## config.mk

```make
export PLATFORM = sky130hd
export DESIGN_NAME = sensor_scan_sequencer_flat
export DESIGN_NICKNAME = d
export VERILOG_FILES = /design/src/rtl/sensor_scan_sequencer_pkg.sv /design/src/rtl/sensor_scan_sequencer_if.sv /design/src/rtl/sensor_scan_sequencer_adc_spi_rx.sv /design/src/rtl/sensor_scan_sequencer.sv /design/src/flat_wrapper.sv
export SDC_FILE = /design/constraint.sdc
export NUM_CORES = 1
export LEC_CHECK = 0
export ABC_AREA = 1
export CAP_MARGIN = 20
export CORE_UTILIZATION = 60
export CTS_CLUSTER_DIAMETER = 60
export DETAILED_ROUTE_END_ITERATION = 10
export PLACE_DENSITY = 0.87
export SLEW_MARGIN = 5
export SYNTH_ARGS = -nofsm -noshare
export SYNTH_HDL_FRONTEND = slang
export SYNTH_SLANG_ARGS = --single-unit
```

## constraint.sdc

```tcl
create_clock -name clk -period 2.58 [get_ports clk]
set_input_delay 0.258 -clock clk [delete_from_list [all_inputs] [get_ports clk]]
set_output_delay 0.258 -clock clk [all_outputs]
set_load 0.1 [all_outputs]
```

## src/rtl/sensor_scan_sequencer_pkg.sv

```systemverilog
// Shared definitions for the microgreen monitor acquisition path: sensor IDs,
// sequencer state encoding, the downstream beat layout and a sizing helper.
package farm_pkg;

  localparam logic [1:0] SENSOR_SOIL  = 2'd0;
  localparam logic [1:0] SENSOR_TEMP  = 2'd1;
  localparam logic [1:0] SENSOR_HUMID = 2'd2;
  localparam logic [1:0] SENSOR_LIGHT = 2'd3;
  localparam int         SENSOR_COUNT = 4;

  typedef enum logic [2:0] {
    ST_IDLE,
    ST_SETTLE,
    ST_SETUP,
    ST_SHIFT,
    ST_CONV,
    ST_OUT,
    ST_GAP
  } seq_state_t;

  // One downstream beat: which sensor, and its 8-bit reading.
  typedef struct packed {
    logic [1:0] sel;
    logic [7:0] data;
  } sample_beat_t;

  // Largest of four timing parameters; sizes the shared phase counter.
  function automatic int max4(input int a, input int b, input int c, input int d);
    int m;
    m = a;
    if (b > m) m = b;
    if (c > m) m = c;
    if (d > m) m = d;
    return m;
  endfunction

endpackage

```

## src/rtl/sensor_scan_sequencer_if.sv

```systemverilog
// Valid/ready sample bus between the scan sequencer and the threshold monitor.
interface sensor_scan_sequencer_if;

  logic [7:0] sample_data;
  logic [1:0] sample_sel;
  logic       sample_valid;
  logic       sample_ready;

  modport master (
    output sample_data,
    output sample_sel,
    output sample_valid,
    input  sample_ready
  );

  modport slave (
    input  sample_data,
    input  sample_sel,
    input  sample_valid,
    output sample_ready
  );

endinterface

```

## src/rtl/sensor_scan_sequencer_adc_spi_rx.sv

```systemverilog
// Serial ADC reader: generates SCLK from the system clock, counts rising edges
// and shifts MISO in MSB first. A go pulse starts one 8-bit read; done is high
// in the cycle that ends the high phase of the 8th bit.
module adc_spi_rx #(
  parameter int CLK_DIV = 4
) (
  input  logic       clk,
  input  logic       rst,
  input  logic       ena,
  input  logic       go,
  input  logic       miso,
  output logic       sclk,
  output logic       done,
  output logic [7:0] data
);

  localparam int DIV_W = $clog2(CLK_DIV + 1);

  logic             active;
  logic [DIV_W-1:0] div_cnt;
  logic [3:0]       bit_cnt;
  logic [7:0]       shift_reg;
  logic             half_tc;

  assign half_tc = active && (div_cnt == DIV_W'(CLK_DIV - 1));
  assign done    = half_tc && sclk && (bit_cnt == 4'd8);
  assign data    = shift_reg;

  // Half-period divider, SCLK toggle, rising-edge capture and bit counting.
  always_ff @(posedge clk) begin
    if (rst) begin
      active    <= 1'b0;
      div_cnt   <= '0;
      bit_cnt   <= '0;
      sclk      <= 1'b0;
      shift_reg <= '0;
    end else if (ena) begin
      if (go) begin
        active  <= 1'b1;
        div_cnt <= '0;
        bit_cnt <= '0;
        sclk    <= 1'b0;
      end else if (active) begin
        if (half_tc) begin
          div_cnt <= '0;
          if (done) begin
            // End of the last high phase: park SCLK low and stop.
            active <= 1'b0;
            sclk   <= 1'b0;
          end else begin
            sclk <= ~sclk;
            if (!sclk) begin
              shift_reg <= {shift_reg[6:0], miso};
              bit_cnt   <= bit_cnt + 4'd1;
            end
          end
        end else begin
          div_cnt <= div_cnt + DIV_W'(1);
        end
      end
    end
  end

endmodule

```

## src/rtl/sensor_scan_sequencer.sv

```systemverilog
// Acquisition sequencer: steps the 4:1 analog mux over the four sensors, reads
// each one through the serial ADC and presents the result as a valid/ready beat.
module sensor_scan_sequencer
  import farm_pkg::*;
#(
  parameter int CLK_DIV    = 4,
  parameter int SETTLE_CYC = 8,
  parameter int CONV_CYC   = 16,
  parameter int GAP_CYC    = 64
) (
  input  logic                           clk,
  input  logic                           rst,
  input  logic                           ena,
  input  logic                           start,
  input  logic                           continuous,
  input  logic                           adc_miso,
  output logic                           adc_cs_n,
  output logic                           adc_sclk,
  output logic [1:0]                     mux_sel,
  sensor_scan_sequencer_if.master        sample,
  output logic                           busy,
  output logic                           scan_done
);

  localparam int CNT_MAX = max4(SETTLE_CYC, CLK_DIV, CONV_CYC, GAP_CYC);
  localparam int CNT_W   = $clog2(CNT_MAX + 1);

  seq_state_t   state, state_nxt;
  logic [CNT_W-1:0] cnt, cnt_nxt;
  logic [1:0]   ch, ch_nxt;
  logic [1:0]   mux_q, mux_nxt;
  logic         cs_n_q, cs_n_nxt;
  sample_beat_t beat_q, beat_nxt;
  logic         valid_q, valid_nxt;
  logic         done_q, done_nxt;
  logic         spi_go;
  logic         spi_done;
  logic [7:0]   spi_data;

  adc_spi_rx #(
    .CLK_DIV (CLK_DIV)
  ) u_spi_rx (
    .clk  (clk),
    .rst  (rst),
    .ena  (ena),
    .go   (spi_go),
    .miso (adc_miso),
    .sclk (adc_sclk),
    .done (spi_done),
    .data (spi_data)
  );

  assign adc_cs_n            = cs_n_q;
  assign mux_sel             = mux_q;
  assign sample.sample_data  = beat_q.data;
  assign sample.sample_sel   = beat_q.sel;
  assign sample.sample_valid = valid_q;
  assign busy                = (state != ST_IDLE);
  assign scan_done           = done_q;

  // Next-state and next-output decode for the scan sequence.
  always_comb begin
    // NOTE: every signal assigned here gets a default first, so no path can
    // leave one unassigned and infer a latch.
    state_nxt = state;
    cnt_nxt   = cnt;
    ch_nxt    = ch;
    mux_nxt   = mux_q;
    cs_n_nxt  = cs_n_q;
    beat_nxt  = beat_q;
    valid_nxt = valid_q;
    done_nxt  = 1'b0;
    spi_go    = 1'b0;

    unique case (state)
      ST_IDLE: begin
        if (start || (continuous && cnt == CNT_W'(GAP_CYC - 1))) begin
          state_nxt = ST_SETTLE;
          cnt_nxt   = '0;
          ch_nxt    = SENSOR_SOIL;
          mux_nxt   = SENSOR_SOIL;
        end else if (continuous) begin
          cnt_nxt = cnt + CNT_W'(1);
        end else begin
          cnt_nxt = '0;
        end
      end
      ST_SETTLE: begin
        if (cnt == CNT_W'(SETTLE_CYC - 1)) begin
          state_nxt = ST_SETUP;
          cnt_nxt   = '0;
          cs_n_nxt  = 1'b0;
        end else begin
          cnt_nxt = cnt + CNT_W'(1);
        end
      end
      ST_SETUP: begin
        if (cnt == CNT_W'(CLK_DIV - 1)) begin
          state_nxt = ST_SHIFT;
          cnt_nxt   = '0;
          spi_go    = 1'b1;
        end else begin
          cnt_nxt = cnt + CNT_W'(1);
        end
      end
      ST_SHIFT: begin
        if (spi_done) begin
          state_nxt = ST_CONV;
          cs_n_nxt  = 1'b1;
        end
      end
      ST_CONV: begin
        if (cnt == CNT_W'(CONV_CYC - 1)) begin
          state_nxt     = ST_OUT;
          cnt_nxt       = '0;
          beat_nxt.data = spi_data;
          beat_nxt.sel  = ch;
          valid_nxt     = 1'b1;
        end else begin
          cnt_nxt = cnt + CNT_W'(1);
        end
      end
      ST_OUT: begin
        // valid is always high here, so ready alone completes the handshake.
        if (sample.sample_ready) begin
          valid_nxt = 1'b0;
          cnt_nxt   = '0;
          if (ch == SENSOR_LIGHT) begin
            done_nxt  = 1'b1;
            state_nxt = continuous ? ST_GAP : ST_IDLE;
          end else begin
            ch_nxt    = ch + 2'd1;
            mux_nxt   = ch + 2'd1;
            state_nxt = ST_SETTLE;
          end
        end
      end
      ST_GAP: begin
        if (!continuous) begin
          state_nxt = ST_IDLE;
          cnt_nxt   = '0;
        end else if (cnt == CNT_W'(GAP_CYC - 1)) begin
          state_nxt = ST_SETTLE;
          cnt_nxt   = '0;
          ch_nxt    = SENSOR_SOIL;
          mux_nxt   = SENSOR_SOIL;
        end else begin
          cnt_nxt = cnt + CNT_W'(1);
        end
      end
      default: begin
        state_nxt = ST_IDLE;
        cnt_nxt   = '0;
      end
    endcase
  end

  // State and output registers; ena low freezes everything.
  always_ff @(posedge clk) begin
    // NOTE: sequential state uses non-blocking assignments so every register
    // samples pre-edge values regardless of statement order.
    if (rst) begin
      state   <= ST_IDLE;
      cnt     <= '0;
      ch      <= SENSOR_SOIL;
      mux_q   <= SENSOR_SOIL;
      cs_n_q  <= 1'b1;
      beat_q  <= '0;
      valid_q <= 1'b0;
      done_q  <= 1'b0;
    end else if (ena) begin
      state   <= state_nxt;
      cnt     <= cnt_nxt;
      ch      <= ch_nxt;
      mux_q   <= mux_nxt;
      cs_n_q  <= cs_n_nxt;
      beat_q  <= beat_nxt;
      valid_q <= valid_nxt;
      done_q  <= done_nxt;
    end
  end

endmodule

```

## src/flat_wrapper.sv

```systemverilog
// flat-port wrapper written by rule: the top's interface ports become plain ports
module sensor_scan_sequencer_flat import farm_pkg::*;
#(
  parameter int CLK_DIV    = 4,
  parameter int SETTLE_CYC = 8,
  parameter int CONV_CYC   = 16,
  parameter int GAP_CYC    = 64
)
  (clk, rst, ena, start, continuous, adc_miso, adc_cs_n, adc_sclk, mux_sel, busy, scan_done, sample_sample_data, sample_sample_sel, sample_sample_valid, sample_sample_ready);
  sensor_scan_sequencer_if sample_i ();
  input  logic clk;
  input  logic rst;
  input  logic ena;
  input  logic start;
  input  logic continuous;
  input  logic adc_miso;
  output logic adc_cs_n;
  output logic adc_sclk;
  output logic [1:0] mux_sel;
  output logic busy;
  output logic scan_done;
  output wire logic [$bits(sample_i.sample_data)-1:0] sample_sample_data;
  output wire logic [$bits(sample_i.sample_sel)-1:0] sample_sample_sel;
  output wire logic [$bits(sample_i.sample_valid)-1:0] sample_sample_valid;
  input wire logic [$bits(sample_i.sample_ready)-1:0] sample_sample_ready;
  assign sample_sample_data = sample_i.sample_data;
  assign sample_sample_sel = sample_i.sample_sel;
  assign sample_sample_valid = sample_i.sample_valid;
  assign sample_i.sample_ready = sample_sample_ready;
  sensor_scan_sequencer #(.CLK_DIV(CLK_DIV), .SETTLE_CYC(SETTLE_CYC), .CONV_CYC(CONV_CYC), .GAP_CYC(GAP_CYC)) u_core (.clk(clk), .rst(rst), .ena(ena), .start(start), .continuous(continuous), .adc_miso(adc_miso), .adc_cs_n(adc_cs_n), .adc_sclk(adc_sclk), .mux_sel(mux_sel), .sample(sample_i), .busy(busy), .scan_done(scan_done));
endmodule
```

# After elaboration in Yosys (flattened, before gate mapping)
# Cells that the tools add are included.
# word_totals
inputBits	7
wordCells	121
output_inout_bits	17
regBits	42
# op_classes
n_eq_ne	25
n_mux	53
n_bitwise	4
reduce_logical	22
add_sub_neg	4
# op_table
cell	n
7-bit 2-to-1 mux	8
7-bit case mux with 7 select lines	1
3-bit 2-to-1 mux	13
3-bit case mux with 7 select lines	1
4-bit 2-to-1 mux	5
1-bit 2-to-1 mux	17
2-bit by 1-bit != test with 1-bit output (second input constant)	8
2-bit 2-to-1 mux	5
3-bit by 2-bit equality test with 1-bit output (second input constant)	3
3-bit equality test (second input constant)	3
3-bit AND reduction	3
4-bit AND reduction	2
8-bit AND reduction	1
2-bit nonzero test	4
7-bit by 1-bit adder with 7-bit output (second input constant)	1
7-bit by 2-bit equality test with 1-bit output (second input constant)	1
7-bit by 3-bit equality test with 1-bit output (second input constant)	1
7-bit by 4-bit equality test with 1-bit output (second input constant)	1
7-bit by 6-bit equality test with 1-bit output (second input constant)	1
7-bit AND reduction	1
2-bit != test (second input constant)	3
2-bit case mux with 3 select lines	1
6-bit AND reduction	1
3-bit nonzero test	2
other kinds (14)	21

# Depth between registers and ports, before layout
# Gate-level depths: netlist (run 1).
# logic_depth
ltp_word	8
mapped_depth	11

# By module
# A second synthesis (run 1) with hierarchy kept.
# unflattened
hier_cells	329
hier_area_um2	2177.1
# modules_own_cells
module	instances	area_per_inst_um2	cells_per_inst
sensor_scan_sequencer	1	1385.1	224
adc_spi_rx	1	792.0	105

# Least setup slack after synthesis (run 1)
# OpenSTA, ideal clock, no wires.
# synth_path
path_kind	register to register
from	register u_core.state[1]
to	register u_core.mux_q[0], in the netlist u_core.mux_sel[0]
arrival_time_ps	1812
setup_slack_ps	651
synth_period_minus_slack_ps	1929
setup_ps	117
t_required_ps	2463
path_stages_with_launch	8
cell_sequence	dfxtp_1 > nor2_1 > nand2_1 > inv_1 > nor3_1 > nor3_2 > nor2_1 > nor2_1
# synth_via
elab_chain_cells	3
# synth_rtl
item	line	text
from (decl)	sensor_scan_sequencer.sv:28	seq_state_t state, state_nxt;
from (signal assigned)	sensor_scan_sequencer.sv:172	state <= state_nxt;
3-bit equality test / 3-bit zero test (equally long branches)	sensor_scan_sequencer.sv:75	unique case (state)
2-bit by 1-bit != test with 1-bit output (no source line), or another cell as far along	--	
7-bit AND reduction (no source line)	--	
to (signal assigned)	sensor_scan_sequencer.sv:175	mux_q <= mux_nxt;
to (decl)	sensor_scan_sequencer.sv:31	logic [1:0] mux_q, mux_nxt;
# Parallel ways exist; a longest one is shown, timed or not.
# A chain may end at the register's enable or synchronous reset.

# Final worst setup path (run 1)
# layout_path
from	register u_core.cnt[0]
to	register u_core.beat_q, in the netlist u_core.sample.sample_data[3]
# layout_via
elab_chain_cells	2
# layout_rtl
item	line	text
from (decl)	sensor_scan_sequencer.sv:29	logic [CNT_W-1:0] cnt, cnt_nxt;
from (signal assigned)	sensor_scan_sequencer.sv:173	cnt <= cnt_nxt;
7-bit by 4-bit equality test with 1-bit output	sensor_scan_sequencer.sv:113	if (cnt == CNT_W'(CONV_CYC - 1)) begin
3-bit AND reduction (no source line)	--	
to (signal assigned)	sensor_scan_sequencer.sv:177	beat_q <= beat_nxt;
to (decl)	sensor_scan_sequencer.sv:33	sample_beat_t beat_q, beat_nxt;
# Every way passes these cells.

==> impl_summary.log, run 1 <==
[metrics] RSZ-0062 raised after global routing: no
[metrics] Worst setup EP type: flop
[metrics] crit path launch: u_core.cnt[0]
[metrics] share of the core filled with cells in the final layout: 72.4%
[metrics] max_slew headroom: 61.6%
[metrics] worst slack on hold paths: 0.452 ns
[metrics] filler cell count in the final layout: 306
[metrics] count of hold buffers inserted by post-cts repair: 0
[metrics] reg-to-reg critical path startpoint: u_core.cnt[0]
[metrics] worst min-delay path category: reg2reg
[metrics] total DRC errors in the routed layout: 0
[metrics] total die area: 0.00391 sq mm
[metrics] Starting Density: 64.4%
[metrics] total overflow reported by the global router: 0
[metrics] worst-skew pair later-pin latency: 0.35 ns
[metrics] final instance area: 0.00247 sq mm
[metrics] worst hold start: u_core.sample.sample_data[5]
[metrics] RD Place Congestion: 0.975
[metrics] # Post-CTS Setup Buffers: 0
[metrics] CTS tree: built
[metrics] final number of setup-violating endpoints: 0
[metrics] netlist area before placement: 0.00220 sq mm
[metrics] DRT antenna net count: 0
[metrics] final critical-path required period: 1.96 ns
[metrics] critical path peak fanout: 20
[metrics] Global Route Usage Sum: 26.5%
[metrics] critical path launch point type: flop
[metrics] syn_nets: 345
[metrics] Power Density: 748 mW/mm^2
[metrics] Placement Rows: 21
[metrics] drt wl/cell: 11.8 um
[metrics] core footprint: 0.00342 sq mm
[metrics] antenna diode count: 0
[metrics] number of instances in the synthesized netlist: 333
[metrics] arrival time at the worst endpoint: 2.19 ns
[metrics] post-synth top area cell: sky130_fd_sc_hd__dfxtp_1
[metrics] number of antenna violations at the first check in global routing: 0
[metrics] Die Span Y: 62.6 um
[metrics] maximum number of pins on one net before global-route repair: 21
[metrics] Num CTS Buffers: 5
[metrics] static leakage power: 1.15 nW
[metrics] number of resized instances in the post-cts repair step: 0
[metrics] result of the run: completed
[metrics] category of the most critical setup path: reg2reg
[metrics] Max-Cap Viols: 0
[metrics] Placement Cell Area: 0.00242 sq mm
[metrics] Max Clk Rate: 0.511 GHz
[metrics] DR vias: 2141
[metrics] post-detailed-routing wire length: 4780 um
[metrics] final HPWL from detailed placement: 3600 um
[metrics] number of sinks driven by the clock tree: 42
[metrics] Post-Syn Area per Cell: 6.61 sq um
[metrics] Clock Skew: 0.00761 ns
[metrics] FF+latch count, synth: 42
[metrics] fraction of final layout cells sized beyond drive strength 1: 13.4%
[metrics] area growth from synthesis to layout: 12.3%
[metrics] buffer depth of the longest clock path: 2
[metrics] CTS clock-pin slew for the worst setup and hold paths: 0.12 ns
[metrics] number of distinct library cell variants in the gate-level netlist after synthesis: 30
[metrics] CP Data Required Time: 2.81 ns
[metrics] sequential area share after synthesis: 38.2%
[metrics] number of hold violations in the final report: 0
[metrics] peak ir drop on the vdd network: 0.000541 V
[metrics] post-route fraction of the period consumed by the critical path: 75.9%
[metrics] master cell of the clock root buffer: sky130_fd_sc_hd__clkbuf_4
[metrics] Detailed Routing Iterations Pass 1: 5
[metrics] proportion of netlist area held by the largest area contributor: 38.2%
[metrics] most frequent cells in the layout: sky130_fd_sc_hd__nand2_1 (70), sky130_fd_sc_hd__nor2_1 (46), sky130_fd_sc_hd__inv_1 (42), sky130_fd_sc_hd__dfxtp_1 (42), sky130_fd_sc_hd__a21oi_1 (30)
[metrics] number of vias per cell: 5.30
[metrics] net count of the finished layout: 369
[metrics] top-level port count: 24
[metrics] Fin Setup TNS: 0 ns
[metrics] number of pins with negative max-slew slack in the final report: 0
[metrics] global-route wire length before repair: 8290 um
[metrics] number of warnings issued by yosys: 0
[metrics] number of DRC violations after detailed-routing iteration 0: 199
[metrics] number of cells in the design after placement: 396
[metrics] count of port buffers added during placement: 23
[metrics] actual transition at the worst max-transition pin: 0.575 ns
[metrics] top post-synthesis cells by area: sky130_fd_sc_hd__dfxtp_1 (38%), sky130_fd_sc_hd__nand2_1 (12%), sky130_fd_sc_hd__nor2_1 (7.8%)
[metrics] most common cell after layout, fill and taps aside: sky130_fd_sc_hd__nand2_1
[metrics] width of the chip: 62.6 um
[metrics] vias in the first global route: 1942
[metrics] CTS H-tree depth: 2
[metrics] post-route non-filler standard cell count: 404
-- layer usage --
layer  vias up  track usage, %  routed length (um)
met4         0            10.5                 100
met3        14            6.02                 400
li1       1114               -                   -
met5         -               0                   0
met2        94            42.9                2170
met1       919            33.8                2110
-- power breakdown --
group	switching (mW)	total (mW)	internal, mW
logic	0.557	0.773	0.216
registers	0.0615	0.754	0.692
clock network	0.216	0.323	0.107
-- layout make-up --
class / instances / area [sq um] / share of cell area [%]
Sequential cell: 42 / 841 / 34.0
Timing Repair Buffer: 25 / 203 / 8.20
Clock buffer: 6 / 41.3 / 1.67
Tap cell: 46 / 57.6 / 2.33
Clock inverter: 2 / 13.8 / 0.557
Multi-Input combinational cell: 233 / 1130 / 45.6
Inverter: 50 / 189 / 7.64
-- kinds of logic (layout without fill, tap and decap cells) --
| logic type | count (synthesis) | in the layout | share of synthesized area (%) |
|---|---|---|---|
| fa+ha+maj | 5 | 5 | 2.84 |
| xor+xnor | 2 | 2 | 0.796 |
| flops | 42 | 42 | 38.2 |
| simple gates | 162 | 162 | 32.4 |
| buf+inv | 58 | 83 | 10.6 |
| compound gates | 64 | 64 | 15.2 |
-- per-stage QoR --
step           power, mW  worst slack, ns
2_1_floorplan       1.37            0.651
3_3_place_gp        1.52            0.616
3_5_place_dp        1.52            0.539
4_1_cts             1.84            0.629
5_1_grt             1.96            0.369
6_report            1.85            0.622
-- cells in the mapped netlist --
master,number
sky130_fd_sc_hd__a211oi_1,2
sky130_fd_sc_hd__a21oi_1,30
sky130_fd_sc_hd__buf_1,1
sky130_fd_sc_hd__buf_2,1
sky130_fd_sc_hd__buf_4,1
sky130_fd_sc_hd__buf_6,1
sky130_fd_sc_hd__clkbuf_1,3
sky130_fd_sc_hd__clkbuf_2,1
sky130_fd_sc_hd__clkinv_2,1
sky130_fd_sc_hd__dfxtp_1,42
sky130_fd_sc_hd__ha_1,5
sky130_fd_sc_hd__inv_1,42
sky130_fd_sc_hd__inv_2,7
sky130_fd_sc_hd__nand2_1,70
sky130_fd_sc_hd__nand2_2,4
sky130_fd_sc_hd__nand3_1,23
sky130_fd_sc_hd__nand3_2,1
sky130_fd_sc_hd__nand4_1,3
sky130_fd_sc_hd__nor2_1,46
sky130_fd_sc_hd__nor2_2,4
sky130_fd_sc_hd__nor2_4,3
sky130_fd_sc_hd__nor3_1,6
sky130_fd_sc_hd__nor3_2,2
sky130_fd_sc_hd__o211ai_1,1
sky130_fd_sc_hd__o21ai_0,21
sky130_fd_sc_hd__o21ai_1,8
sky130_fd_sc_hd__o311ai_0,1
sky130_fd_sc_hd__o31ai_1,1
sky130_fd_sc_hd__xnor2_1,1
sky130_fd_sc_hd__xor2_1,1
-- final timing paths --
kind	end	slack (ns)	cells after the start
worst max-delay path	u_core.sample.sample_data[3]	0.62	8
worst min-delay path	u_core.sample.sample_data[5]	0.45	2
worst max register to register	u_core.sample.sample_data[3]	0.62	8
worst min register to register	u_core.sample.sample_data[5]	0.45	2
-- critical path, cell delays in order, from the launching register on --
cell and delay [ns]:
sky130_fd_sc_hd__dfxtp_1 0.38, sky130_fd_sc_hd__ha_1 0.24, sky130_fd_sc_hd__nand2_1 0.12, sky130_fd_sc_hd__nor2_2 0.14
sky130_fd_sc_hd__nand2_1 0.12, sky130_fd_sc_hd__nor2_2 0.13, sky130_fd_sc_hd__nand2_1 0.35, sky130_fd_sc_hd__o21ai_0 0.29
sky130_fd_sc_hd__a21oi_1 0.06
-- registers in the layout, summed over array words and instances (netlist names), 2 cells and up --
register	flops
u_core.sample.sample_data	8
u_core.u_spi_rx.data	8
u_core.cnt	7
u_core.u_spi_rx.bit_cnt	4
u_core.state	3
u_core.u_spi_rx.div_cnt	3
u_core.mux_sel	2
u_core.sample.sample_sel	2
No activity file was read; power rests on OpenSTA's default activity.
==> run 2: changes to the inputs <==
--- a/config.mk
+++ b/config.mk
@@ -7,10 +7,10 @@
 export LEC_CHECK = 0
 export ABC_AREA = 1
 export CAP_MARGIN = 20
-export CORE_UTILIZATION = 60
+export CORE_UTILIZATION = 56
 export CTS_CLUSTER_DIAMETER = 60
 export DETAILED_ROUTE_END_ITERATION = 10
-export PLACE_DENSITY = 0.87
+export PLACE_DENSITY = 0.82
 export SLEW_MARGIN = 5
 export SYNTH_ARGS = -nofsm -noshare
 export SYNTH_HDL_FRONTEND = slang
==> constraint.sdc (replaced) <==
create_clock -name clk -period 1.9 [get_ports clk]
set_input_delay 0.19 -clock clk [delete_from_list [all_inputs] [get_ports clk]]
set_output_delay 0.19 -clock clk [all_outputs]
set_load 0.1 [all_outputs]
==> run 2 against run 1 <==
Hold slack lost 0.0078 ns. Critical path type unchanged. Via count grew 0.37%. Clock skew shrank 0.0029 ns. Total power grew 48%. Die area grew 6.9%. Sequential share of layout area shrank 1.6 points. Sequential power grew 35%. Fmax grew 14%. First-iteration DRC count shrank 9.0%.
==> impl_summary.log, run 2 (synthesis results as in run 1) <==
[metrics] result of the run: completed
[metrics] CTS H-tree depth: 2 (unchanged)
[metrics] depth of the critical timing path with buffers and inverters included: 9 (+1)
[metrics] Bufs and invs on worst path: 1 (+1)
[metrics] CTS tree: built
[metrics] net count of the finished layout: 376 (+1.9%)
[metrics] post-route non-filler standard cell count: 413 (+2.2%)
[metrics] Fin Setup TNS: 0 ns (unchanged)
[metrics] CTS clock-pin slew for the worst setup and hold paths: 0.08 ns (-0.04 ns)
[metrics] total DRC errors in the routed layout: 0 (unchanged)
[metrics] actual transition at the worst max-transition pin: 0.311 ns (-0.264 ns)
[metrics] number of cells in the design after placement: 405 (+2.3%)
[metrics] total overflow reported by the global router: 0 (unchanged)
[metrics] worst setup path end: u_core.u_spi_rx.div_cnt[0]
[metrics] buffer depth of the longest clock path: 2 (unchanged)
[metrics] category of the most critical setup path: reg2reg
[metrics] # Post-CTS Setup Buffers: 0 (unchanged)
[metrics] worst-skew pair later-pin latency: 0.29 ns (-0.06 ns)
[metrics] drt wl/cell: 11.8 um (-0.73%)
[metrics] global-route wire length before repair: 8470 um (+2.2%)
[metrics] Worst setup EP type: flop
[metrics] static leakage power: 1.22 nW (+5.4%)
[metrics] Max Clk Rate: 0.580 GHz (+14%)
[metrics] DR vias: 2149 (+0.37%)
[metrics] post-route fraction of the period consumed by the critical path: 90.8% (+15 points)
[metrics] Die Span Y: 64.7 um (+3.4%)
[metrics] number of pins with negative max-slew slack in the final report: 0 (unchanged)
[metrics] Starting Density: 59.2% (-5.2 points)
[metrics] number of sinks driven by the clock tree: 42 (unchanged)
[metrics] Global Route Usage Sum: 26.1% (-0.33 points)
[metrics] vias in the first global route: 1943 (+0.051%)
[metrics] Critical Path Max Stage Delay: 0.37 ns (about the same)
[metrics] number of DRC violations after detailed-routing iteration 0: 181 (-9.0%)
[metrics] core footprint: 0.00372 sq mm (+8.8%)
[metrics] width of the chip: 64.7 um (+3.4%)
[metrics] reg-to-reg critical path startpoint: u_core.cnt[1]
[metrics] number of vias per cell: 5.20 (-1.8%)
[metrics] final critical-path required period: 1.73 ns (-0.233 ns)
[metrics] R2R depth: 9 (+1)
[metrics] Clock Skew: 0.00469 ns (-0.00291 ns)
[metrics] critical path peak fanout: 4 (-80%)
[metrics] number of resized instances in the post-cts repair step: 0 (unchanged)
[metrics] Power Density: 1060 mW/mm^2 (+41%)
[metrics] Slowest cell on crit path: sky130_fd_sc_hd__dfxtp_1
[metrics] master cell of the clock root buffer: sky130_fd_sc_hd__clkbuf_8
[metrics] number of antenna violations at the first check in global routing: 0 (unchanged)
[metrics] reg-to-reg slack, setup: 0.17 ns (-0.45 ns)
[metrics] Placement Cell Area: 0.00250 sq mm (+3.4%)
[metrics] Detailed Routing Iterations Pass 1: 4 (-1)
[metrics] Pwr Total: 2.74 mW (+48%)
[metrics] CP Cell Sequence: ha_1, buf_4, nand3_1, nor2_1, nand2_1, o21ai_0, nor2_1, o21ai_0, a21oi_1
[metrics] final number of setup-violating endpoints: 0 (unchanged)
[metrics] CP Data Required Time: 2.08 ns (-0.73 ns)
[metrics] Num CTS Buffers: 5 (unchanged)
[metrics] arrival time at the worst endpoint: 1.91 ns (-0.28 ns)
[metrics] count of port buffers added during placement: 23 (unchanged)
[metrics] DRT antenna net count: 0 (unchanged)
[metrics] most frequent cells in the layout: sky130_fd_sc_hd__nand2_1 (69), sky130_fd_sc_hd__nor2_1 (46), sky130_fd_sc_hd__inv_1 (42), sky130_fd_sc_hd__dfxtp_1 (42), sky130_fd_sc_hd__a21oi_1 (30)
[metrics] filler cell count in the final layout: 328 (+7.2%)
[metrics] count of hold buffers inserted by post-cts repair: 0 (unchanged)
[metrics] area growth from synthesis to layout: 17.7%
[metrics] post-detailed-routing wire length: 4850 um (+1.5%)
[metrics] most common cell after layout, fill and taps aside: sky130_fd_sc_hd__nand2_1
[metrics] total die area: 0.00418 sq mm (+6.9%)
[metrics] peak ir drop on the vdd network: 0.000814 V (+50%)
[metrics] critical path launch point type: flop
[metrics] number of hold violations in the final report: 0 (unchanged)
[metrics] final HPWL from detailed placement: 3710 um (+3.1%)
[metrics] final instance area: 0.00259 sq mm (+4.8%)
[metrics] antenna diode count: 0 (unchanged)
[metrics] family of cells with the greatest summed delay on the critical path: simple AND/OR/NAND/NOR gates
[metrics] max_slew headroom: 79.2% (+18 points)
[metrics] top-level port count: 24 (unchanged)
[metrics] fraction of final layout cells sized beyond drive strength 1: 15.3% (+1.9 points)
[metrics] Placement Rows: 22 (+4.8%)
[metrics] worst min-delay path category: reg2reg
[metrics] RSZ-0062 raised after global routing: no
[metrics] reg-to-reg endpoint: u_core.u_spi_rx.div_cnt[0]
[metrics] maximum number of pins on one net before global-route repair: 20 (-4.8%)
[metrics] Max-Cap Viols: 0 (unchanged)
[metrics] crit path launch: u_core.cnt[1]
[metrics] RD Place Congestion: 1.05 (+8.1%)
==> run 2: worst min-delay path by stage <==
stage | slack, ns | start | cells past startpoint | endpoint
finish | 0.44 | u_core.sample.sample_data[7] | 2 | u_core.sample.sample_data[7]
detailed placement | 0.43 | u_core.sample.sample_data[7] | 2 | u_core.sample.sample_data[7]
CTS | 0.45 | u_core.sample.sample_data[7] | 2 | u_core.sample.sample_data[7]
floorplan | 0.32 | adc_miso | 2 | u_core.u_spi_rx.data[0]
global placement | 0.43 | u_core.sample.sample_sel[0] | 2 | u_core.sample.sample_sel[0]
global route | 0.47 | u_core.sample.sample_sel[1] | 2 | u_core.sample.sample_sel[1]
==> run 2: worst min-delay path: cells and delay by family (launching register included) <==
| kind | cells | cell delay (ns) |
|---|---|---|
| flip-flops | 1 | 0.31 |
| buffers and inverters | 1 | 0.04 |
| AO/OA/AOI/OAI | 1 | 0.05 |
==> run 2: layout make-up <==
cell class                 count  area, sq um  area share [%]
sequential                    42          841            32.4
tap                           48         60.1            2.32
clock buffer                   7         86.3            3.33
multi-input combinational    233         1130            43.6
timing repair buffer          32          280            10.8
inverter                      50          189            7.29
clock inverter                 1         5.00           0.193
==> run 2: metal layers <==
| metal | global-route usage, % | wire length, um | part of all wire [%] | up-vias |
|---|---|---|---|---|
| met3 | 4.23 | 277 | 5.7 | 7 |
| met5 | 0 | 0 | 0 | - |
| met1 | 34.8 | 2300 | 47 | 945 |
| li1 | - | - | - | 1129 |
| met2 | 43.0 | 2220 | 46 | 68 |
| met4 | 8.33 | 56 | 1.2 | 0 |
==> run 2: power breakdown <==
part	internal, mW	switching [mW]	total [mW]
logic	0.359	0.767	1.13
clock network	0.293	0.299	0.592
registers	0.940	0.0814	1.02
==> run 2: through the flow <==
stage / setup slack [ns] / utilization [%] / hold slack [ns]
after floorplan: 0.0126 / - / 0.325
after global placement: 0.178 / 67.3 / 0.430
after detailed placement: 0.140 / 67.3 / 0.434
after CTS: 0.221 / 69.7 / 0.446
after global routing: 0.0192 / 69.7 / 0.474
final: 0.175 / 69.7 / 0.444
==> run 3: changes to the inputs <==
--- a/config.mk
+++ b/config.mk
@@ -7,6 +7,7 @@
 export LEC_CHECK = 0
 export ABC_AREA = 1
 export CAP_MARGIN = 20
+export CORE_MARGIN = 1.5
 export CORE_UTILIZATION = 56
 export CTS_CLUSTER_DIAMETER = 60
 export DETAILED_ROUTE_END_ITERATION = 10
==> run 3 against run 2 <==
Global-route usage down 2.1 points. Critical path depth up 2. Combinational power is essentially flat. Register-to-register slack gained 0.02 ns. Critical endpoint is now u_core.u_spi_rx.bit_cnt[2]. Die area is 3.1% higher. Critical path type unchanged. Highest routed layer unchanged. Clock power is 0.8% higher. First-iteration DRC count is 20% lower.
==> impl_summary.log, run 3 (synthesis results as in run 1) <==
[metrics] CP Cell Sequence: ha_1, buf_4, inv_1, nor2_1, nand2_1, nor2_4, nand2_2, nand2_2, nand2_1, xor2_1, nor2_1
[metrics] Max Clk Rate: 0.585 GHz (+0.89%)
[metrics] category of the most critical setup path: reg2reg
[metrics] number of vias per cell: 5.24 (+0.79%)
[metrics] CTS tree: built
[metrics] critical path peak fanout: 4 (unchanged)
[metrics] # Post-CTS Setup Buffers: 0 (unchanged)
[metrics] static leakage power: 1.21 nW (-0.33%)
[metrics] worst min-delay path category: reg2reg
[metrics] CTS H-tree depth: 2 (unchanged)
[metrics] Starting Density: 59.2% (unchanged)
[metrics] Placement Rows: 22 (unchanged)
[metrics] total die area: 0.00432 sq mm (+3.1%)
[metrics] total overflow reported by the global router: 0 (unchanged)
[metrics] max_slew headroom: 78.7% (-0.44 points)
[metrics] most frequent cells in the layout: sky130_fd_sc_hd__nand2_1 (69), sky130_fd_sc_hd__nor2_1 (45), sky130_fd_sc_hd__inv_1 (42), sky130_fd_sc_hd__dfxtp_1 (42), sky130_fd_sc_hd__a21oi_1 (30)
[metrics] buffer depth of the longest clock path: 2 (unchanged)
[metrics] Fin Setup TNS: 0 ns (unchanged)
[metrics] final HPWL from detailed placement: 3640 um (-1.8%)
[metrics] number of hold violations in the final report: 0 (unchanged)
[metrics] DRT antenna net count: 0 (unchanged)
[metrics] drt wl/cell: 11.6 um (-1.2%)
[metrics] critical path launch point type: flop
[metrics] Die Span Y: 65.7 um (+1.5%)
[metrics] count of port buffers added during placement: 23 (unchanged)
[metrics] Worst setup EP type: flop
[metrics] reg-to-reg slack, setup: 0.19 ns (+0.02 ns)
[metrics] final number of setup-violating endpoints: 0 (unchanged)
[metrics] final worst-path setup slack: 0.190 ns (+0.0153 ns)
[metrics] number of resized instances in the post-cts repair step: 0 (unchanged)
[metrics] CP Data Required Time: 2.14 ns (+0.06 ns)
[metrics] maximum number of pins on one net before global-route repair: 20 (unchanged)
[metrics] vias in the first global route: 1867 (-3.9%)
[metrics] result of the run: completed
[metrics] RSZ-0062 raised after global routing: no
[metrics] Power Density: 1060 mW/mm^2 (+0.20%)
[metrics] post-detailed-routing wire length: 4800 um (-1.2%)
[metrics] arrival time at the worst endpoint: 1.95 ns (+0.04 ns)
[metrics] area growth from synthesis to layout: 18.0%
[metrics] share of the core filled with cells in the final layout: 69.9% (+0.13 points)
[metrics] number of sinks driven by the clock tree: 42 (unchanged)
[metrics] core footprint: 0.00372 sq mm (unchanged)
[metrics] Bufs and invs on worst path: 2 (+1)
[metrics] CTS clock-pin slew for the worst setup and hold paths: 0.09 ns (about the same)
[metrics] family of cells with the greatest summed delay on the critical path: simple AND/OR/NAND/NOR gates
[metrics] Pwr Total: 2.75 mW (+0.40%)
[metrics] count of hold buffers inserted by post-cts repair: 0 (unchanged)
[metrics] Critical Path Max Stage Delay: 0.39 ns (+0.02 ns)
[metrics] Slowest cell on crit path: sky130_fd_sc_hd__dfxtp_1
[metrics] global-route wire length before repair: 8090 um (-4.4%)
[metrics] fraction of final layout cells sized beyond drive strength 1: 15.9% (+0.55 points)
[metrics] peak ir drop on the vdd network: 0.000775 V (-4.7%)
[metrics] DR vias: 2166 (+0.79%)
[metrics] actual transition at the worst max-transition pin: 0.317 ns (+0.00534 ns)
[metrics] number of antenna violations at the first check in global routing: 0 (unchanged)
[metrics] final critical-path required period: 1.71 ns (-0.0153 ns)
[metrics] antenna diode count: 0 (unchanged)
[metrics] number of pins with negative max-slew slack in the final report: 0 (unchanged)
[metrics] post-route fraction of the period consumed by the critical path: 90.0% (-0.80 points)
[metrics] RD Place Congestion: 0.955 (-9.4%)
[metrics] Detailed Routing Iterations Pass 1: 6 (+2)
[metrics] Placement Setup Slack: 0.140 ns (+0.000308 ns)
[metrics] total DRC errors in the routed layout: 0 (unchanged)
[metrics] master cell of the clock root buffer: sky130_fd_sc_hd__clkbuf_8
[metrics] Clock Skew: 0.00387 ns (-0.000824 ns)
[metrics] net count of the finished layout: 376 (unchanged)
[metrics] width of the chip: 65.7 um (+1.5%)
[metrics] Global Route Usage Sum: 24.0% (-2.1 points)
[metrics] top-level port count: 24 (unchanged)
[metrics] Num CTS Buffers: 5 (unchanged)
[metrics] Max-Cap Viols: 0 (unchanged)
[metrics] worst-skew pair later-pin latency: 0.30 ns (about the same)
[metrics] number of DRC violations after detailed-routing iteration 0: 145 (-20%)
[metrics] most common cell after layout, fill and taps aside: sky130_fd_sc_hd__nand2_1
-- run 3: cell count changes in the layout (fill, tap and decap cells not counted) --
| cell | previous run | this run |
|---|---|---|
| sky130_fd_sc_hd__clkbuf_1 | 1 | 0 |
| sky130_fd_sc_hd__clkinv_2 | 2 | 1 |
| sky130_fd_sc_hd__nor2_2 | 4 | 5 |
| sky130_fd_sc_hd__inv_6 | 0 | 1 |
| sky130_fd_sc_hd__clkinv_4 | 0 | 1 |
| sky130_fd_sc_hd__clkinvlp_4 | 0 | 1 |
| sky130_fd_sc_hd__clkbuf_8 | 6 | 5 |
| sky130_fd_sc_hd__nor2_1 | 46 | 45 |
-- run 3: path summary, 6_finish.rpt --
check,depth (start not counted),start,endpoint
worst min register to register,2,u_core.sample.sample_data[5],u_core.sample.sample_data[5]
worst min-delay path,2,u_core.sample.sample_data[5],u_core.sample.sample_data[5]
worst max register to register,11,u_core.cnt[1],u_core.u_spi_rx.bit_cnt[2]
worst max-delay path,11,u_core.cnt[1],u_core.u_spi_rx.bit_cnt[2]
-- run 3: layout make-up --
cell class / count / area (sq um)
clock buffer: 5 / 68.8
tap: 48 / 60.1
inverter: 50 / 189
fill: 321 / 1120
timing repair buffer: 32 / 280
sequential: 42 / 841
clock inverter: 3 / 25.0
multi-input combinational: 233 / 1130
-- run 3: power breakdown --
part / leakage (nW) / internal (mW) / switching (mW)
clock network: 0.0447 / 0.265 / 0.332
logic: 0.828 / 0.358 / 0.776
registers: 0.340 / 0.940 / 0.0802
total: 1.21 / 1.56 / 1.19
-- run 3: layer usage --
metal,GRT usage [%],share of wire [%]
met2,37.1,45
met4,7.81,1.4
met5,0,0
met3,5.14,6.4
met1,33.3,47
-- run 3: worst min-delay path: cells and delay by family, from the launching register on --
kind / cells / cell delay, ns
flops: 1 / 0.32
compound gates: 1 / 0.05
buf+inv: 1 / 0.04
-- run 3: per-stage QoR --
step                      hold slack, ns  instances  cell area [sq um]
after global placement             0.430        405               2500
after floorplan                    0.325        333               2200
after detailed placement           0.436        405               2500
after global routing               0.463        413               2600
final                              0.446        413               2600
after CTS                          0.450        413               2590
